`src/rtl/dmem_arbiter_if.sv`:
```
// dmem_arbiter_if
// Bundles every bus signal around the data-memory arbiter: the CPU
// load/store port, the debug/loader port and the single-ported data memory.
//
//   cpu_req/we/addr/wdata  : CPU request fields (requester -> arbiter)
//   cpu_ack/err/rdata      : CPU completion (arbiter -> requester)
//   dbg_*                  : same set for the debug/loader port
//   mem_write/read/addr/wdata : memory strobes and buses (arbiter -> memory)
//   mem_rdata              : combinational read data (memory -> arbiter)
//
// Modports:
//   master : requester/memory side (drives requests and mem_rdata)
//   slave  : the arbiter itself
interface dmem_arbiter_if;
    logic        cpu_req;
    logic        cpu_we;
    logic [31:0] cpu_addr;
    logic [31:0] cpu_wdata;
    logic        cpu_ack;
    logic        cpu_err;
    logic [31:0] cpu_rdata;

    logic        dbg_req;
    logic        dbg_we;
    logic [31:0] dbg_addr;
    logic [31:0] dbg_wdata;
    logic        dbg_ack;
    logic        dbg_err;
    logic [31:0] dbg_rdata;

    logic        mem_write;
    logic        mem_read;
    logic [31:0] mem_addr;
    logic [31:0] mem_wdata;
    logic [31:0] mem_rdata;

    modport master (
        output cpu_req, cpu_we, cpu_addr, cpu_wdata,
        input  cpu_ack, cpu_err, cpu_rdata,
        output dbg_req, dbg_we, dbg_addr, dbg_wdata,
        input  dbg_ack, dbg_err, dbg_rdata,
        input  mem_write, mem_read, mem_addr, mem_wdata,
        output mem_rdata
    );

    modport slave (
        input  cpu_req, cpu_we, cpu_addr, cpu_wdata,
        output cpu_ack, cpu_err, cpu_rdata,
        input  dbg_req, dbg_we, dbg_addr, dbg_wdata,
        output dbg_ack, dbg_err, dbg_rdata,
        output mem_write, mem_read, mem_addr, mem_wdata,
        input  mem_rdata
    );
endinterface

```
`src/rtl/dmem_arbiter.sv`:
```
// dmem_arbiter
// Round-robin arbiter and access sequencer in front of a single-ported
// data memory (synchronous write, combinational read). Each access takes
// three cycles: IDLE (arbitrate + latch), ACCESS (range/alignment check and
// one memory strobe), DONE (one-cycle ack/err pulse to the granted port).
//
// Ports:
//   clk        : clock, all state on the rising edge
//   rst        : synchronous active-high reset
//   bus        : dmem_arbiter_if.slave (CPU port, debug port, memory side)
//   err_count  : saturating count of rejected accesses
//
// Parameters:
//   ADDR_WORDS_LOG2 : log2 of memory depth in 32-bit words
//   ERR_CNT_W       : width of err_count
module dmem_arbiter #(
    parameter int ADDR_WORDS_LOG2 = 8,
    parameter int ERR_CNT_W       = 8
) (
    input  logic                 clk,
    input  logic                 rst,
    dmem_arbiter_if.slave        bus,
    output logic [ERR_CNT_W-1:0] err_count
);
    typedef enum logic [1:0] {
        IDLE   = 2'd0,
        ACCESS = 2'd1,
        DONE   = 2'd2
    } state_t;

    // Port index: 0 = CPU, 1 = DBG.
    localparam logic PORT_CPU = 1'b0;
    localparam logic PORT_DBG = 1'b1;

    state_t                state_reg;
    state_t                state_next;
    logic                  gnt_reg;
    logic                  last_grant_reg;
    logic                  we_reg;
    logic [31:0]           addr_reg;
    logic [31:0]           wdata_reg;
    logic                  err_reg;
    logic [ERR_CNT_W-1:0]  err_count_reg;

    logic                  take;
    logic                  pick_dbg;
    logic                  bad;
    logic [1:0]            ack_vec;
    logic [1:0]            err_vec;

    // Misaligned, or any address bit above the memory's byte range set.
    assign bad = (addr_reg[1:0] != 2'b00) ||
                 (addr_reg[31:ADDR_WORDS_LOG2+2] != '0);

    // State register.
    always_ff @(posedge clk) begin
        if (rst) begin
            state_reg <= IDLE;
        end else begin
            state_reg <= state_next;
        end
    end

    // Next state, arbitration decision and memory-side outputs.
    always_comb begin
        state_next    = state_reg;
        take          = 1'b0;
        pick_dbg      = 1'b0;
        bus.mem_write = 1'b0;
        bus.mem_read  = 1'b0;
        bus.mem_addr  = '0;
        bus.mem_wdata = '0;
        case (state_reg)
            IDLE: begin
                if (bus.cpu_req || bus.dbg_req) begin
                    take = 1'b1;
                    // On a tie the port that was not served last wins.
                    if (bus.cpu_req && bus.dbg_req) begin
                        pick_dbg = (last_grant_reg == PORT_CPU);
                    end else begin
                        pick_dbg = bus.dbg_req;
                    end
                    state_next = ACCESS;
                end
            end
            ACCESS: begin
                state_next = DONE;
                if (!bad) begin
                    bus.mem_addr  = addr_reg;
                    bus.mem_wdata = wdata_reg;
                    // Strobes are killed by reset so a pending access
                    // cannot commit in the cycle it is being dropped.
                    bus.mem_write = we_reg && !rst;
                    bus.mem_read  = !we_reg && !rst;
                end
            end
            DONE: begin
                state_next = IDLE;
            end
            default: begin
                state_next = IDLE;
            end
        endcase
    end

    // Latched request fields, grant history and error counter.
    always_ff @(posedge clk) begin
        if (rst) begin
            gnt_reg        <= PORT_CPU;
            last_grant_reg <= PORT_DBG;
            we_reg         <= 1'b0;
            addr_reg       <= '0;
            wdata_reg      <= '0;
            err_reg        <= 1'b0;
            err_count_reg  <= '0;
        end else begin
            if (take) begin
                gnt_reg   <= pick_dbg;
                we_reg    <= pick_dbg ? bus.dbg_we    : bus.cpu_we;
                addr_reg  <= pick_dbg ? bus.dbg_addr  : bus.cpu_addr;
                wdata_reg <= pick_dbg ? bus.dbg_wdata : bus.cpu_wdata;
            end
            if (state_reg == ACCESS) begin
                last_grant_reg <= gnt_reg;
                err_reg        <= bad;
                if (bad && (err_count_reg != '1)) begin
                    err_count_reg <= err_count_reg + ERR_CNT_W'(1);
                end
            end
        end
    end

    // Per-port completion pulses and read-data holding registers. A port's
    // rdata only changes at its own completion: load data, or 0 for a store
    // or a rejected access.
    generate
        for (genvar gi = 0; gi < 2; gi++) begin : g_port
            logic [31:0] rdata_reg;

            always_ff @(posedge clk) begin
                if (rst) begin
                    rdata_reg <= '0;
                end else if ((state_reg == ACCESS) && (gnt_reg == 1'(gi))) begin
                    rdata_reg <= (bad || we_reg) ? '0 : bus.mem_rdata;
                end
            end

            assign ack_vec[gi] = (state_reg == DONE) && (gnt_reg == 1'(gi)) && !rst;
            assign err_vec[gi] = ack_vec[gi] && err_reg;
        end
    endgenerate

    assign bus.cpu_ack   = ack_vec[0];
    assign bus.dbg_ack   = ack_vec[1];
    assign bus.cpu_err   = err_vec[0];
    assign bus.dbg_err   = err_vec[1];
    assign bus.cpu_rdata = g_port[0].rdata_reg;
    assign bus.dbg_rdata = g_port[1].rdata_reg;
    assign err_count     = err_count_reg;
endmodule

```
`src/flat_wrapper.sv`:
```
// flat-port wrapper written by rule: the top's interface ports become plain ports
module dmem_arbiter_flat 
#(
    parameter int ADDR_WORDS_LOG2 = 8,
    parameter int ERR_CNT_W       = 8
)
  (clk, rst, err_count, bus_cpu_req, bus_cpu_we, bus_cpu_addr, bus_cpu_wdata, bus_cpu_ack, bus_cpu_err, bus_cpu_rdata, bus_dbg_req, bus_dbg_we, bus_dbg_addr, bus_dbg_wdata, bus_dbg_ack, bus_dbg_err, bus_dbg_rdata, bus_mem_write, bus_mem_read, bus_mem_addr, bus_mem_wdata, bus_mem_rdata);
  dmem_arbiter_if bus_i ();
  input  logic clk;
  input  logic rst;
  output logic [ERR_CNT_W-1:0] err_count;
  input wire logic [$bits(bus_i.cpu_req)-1:0] bus_cpu_req;
  input wire logic [$bits(bus_i.cpu_we)-1:0] bus_cpu_we;
  input wire logic [$bits(bus_i.cpu_addr)-1:0] bus_cpu_addr;
  input wire logic [$bits(bus_i.cpu_wdata)-1:0] bus_cpu_wdata;
  output wire logic [$bits(bus_i.cpu_ack)-1:0] bus_cpu_ack;
  output wire logic [$bits(bus_i.cpu_err)-1:0] bus_cpu_err;
  output wire logic [$bits(bus_i.cpu_rdata)-1:0] bus_cpu_rdata;
  input wire logic [$bits(bus_i.dbg_req)-1:0] bus_dbg_req;
  input wire logic [$bits(bus_i.dbg_we)-1:0] bus_dbg_we;
  input wire logic [$bits(bus_i.dbg_addr)-1:0] bus_dbg_addr;
  input wire logic [$bits(bus_i.dbg_wdata)-1:0] bus_dbg_wdata;
  output wire logic [$bits(bus_i.dbg_ack)-1:0] bus_dbg_ack;
  output wire logic [$bits(bus_i.dbg_err)-1:0] bus_dbg_err;
  output wire logic [$bits(bus_i.dbg_rdata)-1:0] bus_dbg_rdata;
  output wire logic [$bits(bus_i.mem_write)-1:0] bus_mem_write;
  output wire logic [$bits(bus_i.mem_read)-1:0] bus_mem_read;
  output wire logic [$bits(bus_i.mem_addr)-1:0] bus_mem_addr;
  output wire logic [$bits(bus_i.mem_wdata)-1:0] bus_mem_wdata;
  input wire logic [$bits(bus_i.mem_rdata)-1:0] bus_mem_rdata;
  assign bus_i.cpu_req = bus_cpu_req;
  assign bus_i.cpu_we = bus_cpu_we;
  assign bus_i.cpu_addr = bus_cpu_addr;
  assign bus_i.cpu_wdata = bus_cpu_wdata;
  assign bus_cpu_ack = bus_i.cpu_ack;
  assign bus_cpu_err = bus_i.cpu_err;
  assign bus_cpu_rdata = bus_i.cpu_rdata;
  assign bus_i.dbg_req = bus_dbg_req;
  assign bus_i.dbg_we = bus_dbg_we;
  assign bus_i.dbg_addr = bus_dbg_addr;
  assign bus_i.dbg_wdata = bus_dbg_wdata;
  assign bus_dbg_ack = bus_i.dbg_ack;
  assign bus_dbg_err = bus_i.dbg_err;
  assign bus_dbg_rdata = bus_i.dbg_rdata;
  assign bus_mem_write = bus_i.mem_write;
  assign bus_mem_read = bus_i.mem_read;
  assign bus_mem_addr = bus_i.mem_addr;
  assign bus_mem_wdata = bus_i.mem_wdata;
  assign bus_i.mem_rdata = bus_mem_rdata;
  dmem_arbiter #(.ADDR_WORDS_LOG2(ADDR_WORDS_LOG2), .ERR_CNT_W(ERR_CNT_W)) u_core (.clk(clk), .rst(rst), .bus(bus_i), .err_count(err_count));
endmodule
```
`config.mk`:
```
export PLATFORM = sky130hd
export DESIGN_NAME = dmem_arbiter_flat
export DESIGN_NICKNAME = d
export VERILOG_FILES = /design/src/rtl/dmem_arbiter_if.sv /design/src/rtl/dmem_arbiter.sv /design/src/flat_wrapper.sv
export SDC_FILE = /design/constraint.sdc
export NUM_CORES = 1
export LEC_CHECK = 0
export CAP_MARGIN = 40
export CELL_PAD_IN_SITES_DETAIL_PLACEMENT = 0
export CELL_PAD_IN_SITES_GLOBAL_PLACEMENT = 2
export CORE_AREA = 5 5 161 163
export CTS_BUF_LIST = sky130_fd_sc_hd__clkbuf_8
export CTS_CLUSTER_SIZE = 40
export DETAILED_ROUTE_END_ITERATION = 8
export DIE_AREA = 0 0 166 168
export GPL_ROUTABILITY_DRIVEN = 0
export PLACE_DENSITY_LB_ADDON = 0.1
export SETUP_SLACK_MARGIN = 0.1
export SYNTH_ARGS = -nofsm -noshare
export SYNTH_HDL_FRONTEND = slang
export SYNTH_SLANG_ARGS = --single-unit
```
`constraint.sdc`:
```
create_clock -name clk -period 4.6 [get_ports clk]
set_clock_uncertainty 0.05 [all_clocks]
set_input_delay 1.15 -clock clk [delete_from_list [all_inputs] [get_ports clk]]
set_output_delay 1.15 -clock clk [all_outputs]
set_load 0.01 [all_outputs]
```
==> results of run 1 <==
power groups by stage:
| stage | Combinational [uW] | Sequential, uW | Clock (uW) |
|---|---|---|---|
| 6_report | 444 | 1350 | 1080 |
| 5_1_grt | 489 | 1350 | 1170 |
| 4_1_cts | 450 | 1350 | 1120 |
| 3_5_place_dp | 450 | 1380 | 0 |
| 3_3_place_gp | 443 | 1380 | 0 |
| 2_1_floorplan | 251 | 1360 | 0 |
cells by family after synthesis:
group | synth area share
flip-flops | 0.4768
multiplexers | 0.1129
other | 0.0006290
AO/OA/AOI/OAI | 0.1943
AND/OR/NAND/NOR | 0.1370
buffers and inverters | 0.07618
adder cells (fa/ha/maj) | 0.002098
final cells by class:
cell class	count	share of cell area
Sequential cell	142	0.3027
Multi-Input combinational cell	398	0.2973
Antenna cell	1	0.0002664
Clock inverter	15	0.02051
Tap cell	324	0.04316
Timing Repair Buffer	294	0.3112
Clock buffer	17	0.02491
routing by layer:
metal | track usage | vias up
li1 | - | 2666
met1 | 0.1773 | 2449
met2 | 0.2418 | 202
met3 | 0.03822 | 16
met4 | 0.04017 | 0
met5 | 0 | -
cells in the final DEF, fill, tap and decap left out, types with 2 or more instances in the layout:
| cell | netlist | routed |
|---|---|---|
| a211oi_1 | 66 | 66 |
| a21oi_1 | 7 | 6 |
| a22o_1 | 64 | 64 |
| and2_1 | 3 | 3 |
| and3_1 | 45 | 45 |
| buf_4 | 26 | 10 |
| bufinv_16 | 0 | 2 |
| clkbuf_8 | 0 | 17 |
| clkdlybuf4s50_1 | 0 | 282 |
| clkinv_4 | 0 | 2 |
| conb_1 | 1 | 24 |
| dfxtp_1 | 142 | 142 |
| inv_6 | 0 | 4 |
| inv_8 | 0 | 5 |
| mux2i_1 | 65 | 65 |
| nand2_1 | 8 | 8 |
| nand3_1 | 5 | 4 |
| nor2_1 | 76 | 74 |
| nor2b_1 | 4 | 3 |
| nor3b_1 | 2 | 2 |
| nor4_1 | 7 | 7 |
| o31ai_1 | 3 | 3 |
| o41ai_1 | 2 | 2 |
| or4_1 | 2 | 2 |
metrics by stage:
stage	cell area [sq um]	cells	utilization	setup WS, ps	hold WS [ps]
2_1_floorplan	6048	619	-	1373	372.7
3_3_place_gp	8964	1158	0.3708	929.6	382.3
3_5_place_dp	8964	1158	0.3708	824.7	390.6
4_1_cts	9390	1190	0.3884	306.1	403.5
5_1_grt	9393	1191	0.3885	151.8	430.5
6_report	9393	1191	0.3885	421.5	396.9
final timing paths:
path	startpoint	to	slack [ps]	cells after the start
worst min-delay path	u_core.last_grant_reg	u_core.last_grant_reg	400	2
worst min register to register	u_core.last_grant_reg	u_core.last_grant_reg	400	2
worst max register to register	u_core.addr_reg[31]	u_core.err_count[4]	2110	6
worst max-delay path	u_core.addr_reg[31]	bus_mem_write	420	5
worst max-delay path: stages (launching register included):
cell             delay [ps]
dfxtp_1                 320
nor4_1                  300
nand4_1                 300
nor2_4                  750
and3_1                  290
clkdlybuf4s50_1         570
==> impl_metrics.csv, run 1 <==
group,metric,value,unit
sta,fin_crit_sh,0.9084,
sta,hold_viol_final,0,
clocking,h-tree-depth,4,
global_route,grt_usage,0.1419,
synthesis,syn_inst,596,
synthesis,synthArstFlopShare,0,
global_route,grt_pass1_vias,5318,
clocking,cts_tree,"yes",
floorplanning,pin_count,308,
clocking,clockRootBuffer,"clkbuf_8",
floorplanning,die_x,166,um
synthesis,synth.area.top_cells,"dfxtp_1, mux2i_1, a22o_1",
power,irDropWorstVdd,0.1541,mV
synthesis,synth_commonest_cells,"dfxtp_1, nor2_1, a211oi_1",
detailed_routing,first_pass_iters,4,
power,p_int,2047,uW
global_route,grt_start_max_net_pins,73,
critical_path,startpoint_type,"flop",
finish,drive_above_1_share,0.06120,
power,cellPowerDensity,305.2,nW/um^2
sta,fmax,0.2393,GHz
synthesis,synth_warnings,0,
status,outcome,"complete, no violations",
synthesis,synth_most_common_cell,"dfxtp_1",
sta,timing_worst_slew_pin_value,852.4,ps
critical_path,worstSetupPathType,"reg2out",
sta,drv_slew,0,
global_route,antenna_found_initial,1,
finish,multi_input_area,2793,sq um
sta,rsz0062_at_grt,"false",
clocking,post_cts_resized,0,
detailed_routing,vias_per_cell,4.478,
synthesis,synth_cell_types,37,
floorplanning,initial_core_util,0.2466,
detailed_routing,drt_wl_total,20960,um
detailed_routing,drt_iter0_markers,251,
clocking,cts_sinks,142,
finish,fill_cells,2375,
detailed_routing,dr_wl_met3,1252,um
finish,fin_nets,1020,
detailed_routing,antenna_left,0,
run,maxCapViolations,0,
sta,finalSetupViolations,0,
detailed_routing,routedWlPerCell,17.60,um
placed_design,portBuffers,283,
critical_path,arrival,2980,ps
synthesis,synth_edf_count,0,
floorplanning,die_h,168,um
sta,fin_setup_tns,0,ps
sta,relSlewSlack,0.4304,
power,p_total,2866,uW
synthesis,netlist.area_leader.share,0.4768,
clocking,insertion_delay,440,ps
detailed_routing,met1_length,9245,um
detailed_routing,top_layer,"met4",
power,p_clk_frac,0.376,
detailed_routing,num_vias,5333,
floorplanning,die-area,27890,sq um
global_route,overflow,0,
power,leakage,0.003934,uW
synthesis,yosysSeqAreaShare,0.4768,
synthesis,ys.flop_type,"dfxtp_1",
critical_path,crit_required,3400,ps
detailed_routing,wl_met2,10170,um
sta,period_minus_slack,4178,ps
synthesis,syn_avg_cell_area,10.00,sq um
placed_design,dp_hpwl,15750,um
clocking,cts-hold-fix-buffers,0,
clocking,postCtsSetupRepairBufs,0,
finish,regArea,2843,sq um
synthesis,yosys.area.top_type,"dfxtp_1",
synthesis,netlist_area,5962,sq um
power,p_sw_frac,0.2860,
clocking,cts_buffers,17,
critical_path,critical_path.max_fanout,43,
power,seq_power_share,0.470,
detailed_routing,drc,0,
floorplanning,core_area,24180,sq um
clocking,clk_path_buf_depth,2,
floorplanning,num_rows,57,
power,switchingPower,819.9,uW
finish,areaGrowthSynthToFinish,57.54,%
power,comb_power_share,0.155,
critical_path,cp-end-kind,"primary output",
synthesis,synth_seq_cells,142,
clocking,clkTransAtPathRegs,90,ps
global_route,grt_pass1_wl,31350,um
worst_hold_path,hold_path_class,"reg2reg",
No activity file was read; power rests on OpenSTA's default activity.
==> inputs of run 2 (changes only) <==
--- a/config.mk
+++ b/config.mk
@@ -15,7 +15,6 @@
 export DIE_AREA = 0 0 166 168
 export GPL_ROUTABILITY_DRIVEN = 0
 export PLACE_DENSITY_LB_ADDON = 0.1
-export SETUP_SLACK_MARGIN = 0.1
 export SYNTH_ARGS = -nofsm -noshare
 export SYNTH_HDL_FRONTEND = slang
 export SYNTH_SLANG_ARGS = --single-unit
==> results of run 2 <==
The final DEF is identical to that of run 1; final timing and power are the same.
==> inputs of run 3 (changes only) <==
--- a/config.mk
+++ b/config.mk
@@ -8,11 +8,11 @@
 export CAP_MARGIN = 40
 export CELL_PAD_IN_SITES_DETAIL_PLACEMENT = 0
 export CELL_PAD_IN_SITES_GLOBAL_PLACEMENT = 2
-export CORE_AREA = 5 5 161 163
+export CORE_AREA = 5 5 133 198
 export CTS_BUF_LIST = sky130_fd_sc_hd__clkbuf_8
 export CTS_CLUSTER_SIZE = 40
 export DETAILED_ROUTE_END_ITERATION = 8
-export DIE_AREA = 0 0 166 168
+export DIE_AREA = 0 0 138 203
 export GPL_ROUTABILITY_DRIVEN = 0
 export PLACE_DENSITY_LB_ADDON = 0.1
 export SYNTH_ARGS = -nofsm -noshare
==> impl_metrics.csv, run 3 (same netlist as run 1, synthesis figures left out) <==
group,metric,value,unit
status,outcome,"complete, no violations",
sta,rsz0062_at_grt,"false",
critical_path,startpoint_type,"flop",
clocking,h-tree-depth,4,
sta,hold_viol_final,0,
power,cellPowerDensity,297.0,nW/um^2
detailed_routing,first_pass_iters,4,
clocking,insertion_delay,440,ps
worst_hold_path,worstHoldStart,"u_core.last_grant_reg",
worst_hold_path,hold_path_class,"reg2reg",
floorplanning,num_rows,70,
clocking,cts_sinks,142,
floorplanning,die_h,203,um
detailed_routing,num_vias,5370,
clocking,postCtsSetupRepairBufs,0,
global_route,grt_start_max_net_pins,77,
clocking,post_cts_resized,0,
finish,drive_above_1_share,0.06012,
critical_path,worstSetupPathType,"reg2out",
power,p_int,2032,uW
clocking,clk_path_buf_depth,2,
sta,fin_setup_tns,0,ps
placed_design,dp_hpwl,16050,um
finish,layout_commonest_cell,"clkdlybuf4s50_1",
critical_path,cp-end-kind,"primary output",
detailed_routing,drt_wl_total,21060,um
critical_path,crit_required,3400,ps
clocking,cts_buffers,17,
floorplanning,core_area,24350,sq um
critical_path,crit_start,"u_core.addr_reg[25]",
power,irDropWorstVdd,0.1596,mV
power,leakage,0.003924,uW
finish,finish.utilization,0.3854,
sta,relSlewSlack,0.5230,
power,switchingPower,755.5,uW
sta,period_minus_slack,4203,ps
detailed_routing,drt_iter0_markers,167,
power,seq_power_share,0.483,
sta,fin_crit_sh,0.9138,
detailed_routing,antenna_left,0,
power,p_sw_frac,0.2710,
power,comb_power_share,0.160,
clocking,clockRootBuffer,"clkbuf_8",
clocking,cts_tree,"yes",
finish,mostFrequentLayoutCells,"clkdlybuf4s50_1, dfxtp_1, nor2_1",
power,p_clk_frac,0.357,
finish,areaGrowthSynthToFinish,57.40,%
global_route,grt_pass1_wl,32000,um
placed_design,portBuffers,283,
sta,timing_worst_slew_pin_value,715.5,ps
global_route,grt_usage,0.1452,
global_route,grt_pass1_vias,5592,
sta,drv_slew,0,
floorplanning,initial_core_util,0.2449,
detailed_routing,routedWlPerCell,17.68,um
detailed_routing,vias_per_cell,4.509,
floorplanning,die-area,28010,sq um
sta,finalSetupViolations,0,
finish,fin_nets,1019,
clocking,cts-hold-fix-buffers,0,
floorplanning,pin_count,308,
critical_path,reg2reg_from,"u_core.addr_reg[25]",
sta,fmax,0.2379,GHz
floorplanning,die_x,138,um
clocking,clkTransAtPathRegs,80,ps
finish,fill_cells,2473,
critical_path,arrival,3000,ps
global_route,antenna_found_initial,2,
run,maxCapViolations,0,
detailed_routing,drc,0,
critical_path,critical_path.max_fanout,23,
global_route,overflow,0,
==> run 3: cell types whose count changed in the layout (fill, tap and decap cells not counted), sizes merged <==
cell and delta:
inv -7, clkinv +4, clkbuf +1, diode +1, clkinvlp +2, buf -1
==> run 3: worst paths after layout <==
path | cells after the start | slack [ps] | to
worst max register to register | 6 | 2310 | u_core.err_count[4]
worst max-delay path | 6 | 400 | bus_mem_wdata[23]
worst min-delay path | 2 | 400 | u_core.last_grant_reg
worst min register to register | 2 | 400 | u_core.last_grant_reg
==> run 3: routing by layer <==
metal	GRT usage	wire length (um)
met5	0	0
met2	0.2888	11790
met1	0.1438	7889
met4	0.04131	222
met3	0.04265	1156
==> run 3: through the flow <==
stage	power, uW	instances	hold WS, ps	setup WS, ps	cell area [sq um]
global route	2941	1190	428.7	143.2	9382
CTS	2847	1189	413.7	259.6	9379
floorplan	1608	619	372.7	1373	6048
global placement	1818	1156	388.6	729.4	8961
detailed placement	1830	1157	400.4	694.2	8989
finish	2787	1191	403.6	396.6	9384
==> run 3: final cells by class <==
class,count,area [sq um],area share
repair buffers,293,2948,0.3141
diodes,2,5.005,0.0005333
clock inverters,14,142.6,0.01520
clock buffers,18,247.7,0.02640
flip-flops and latches,142,2843,0.3029
multi-input cells,398,2793,0.2976
well taps,324,405.4,0.04320
==> run 3: worst max-delay path, stage by stage, from the launching register on <==
cell and delay (ps):
dfxtp_1 320, nor4_1 360, nand4_1 330, nor2_4 480
buf_4 320, and3_1 190, clkdlybuf4s50_1 550
==> run 3: power by group through the flow <==
stage	Sequential (uW)	Combinational, uW	Clock (uW)
after detailed placement	1370	456	0
final	1340	447	995
after floorplan	1360	251	0
after global routing	1350	495	1090
after CTS	1350	456	1050
after global placement	1370	445	0
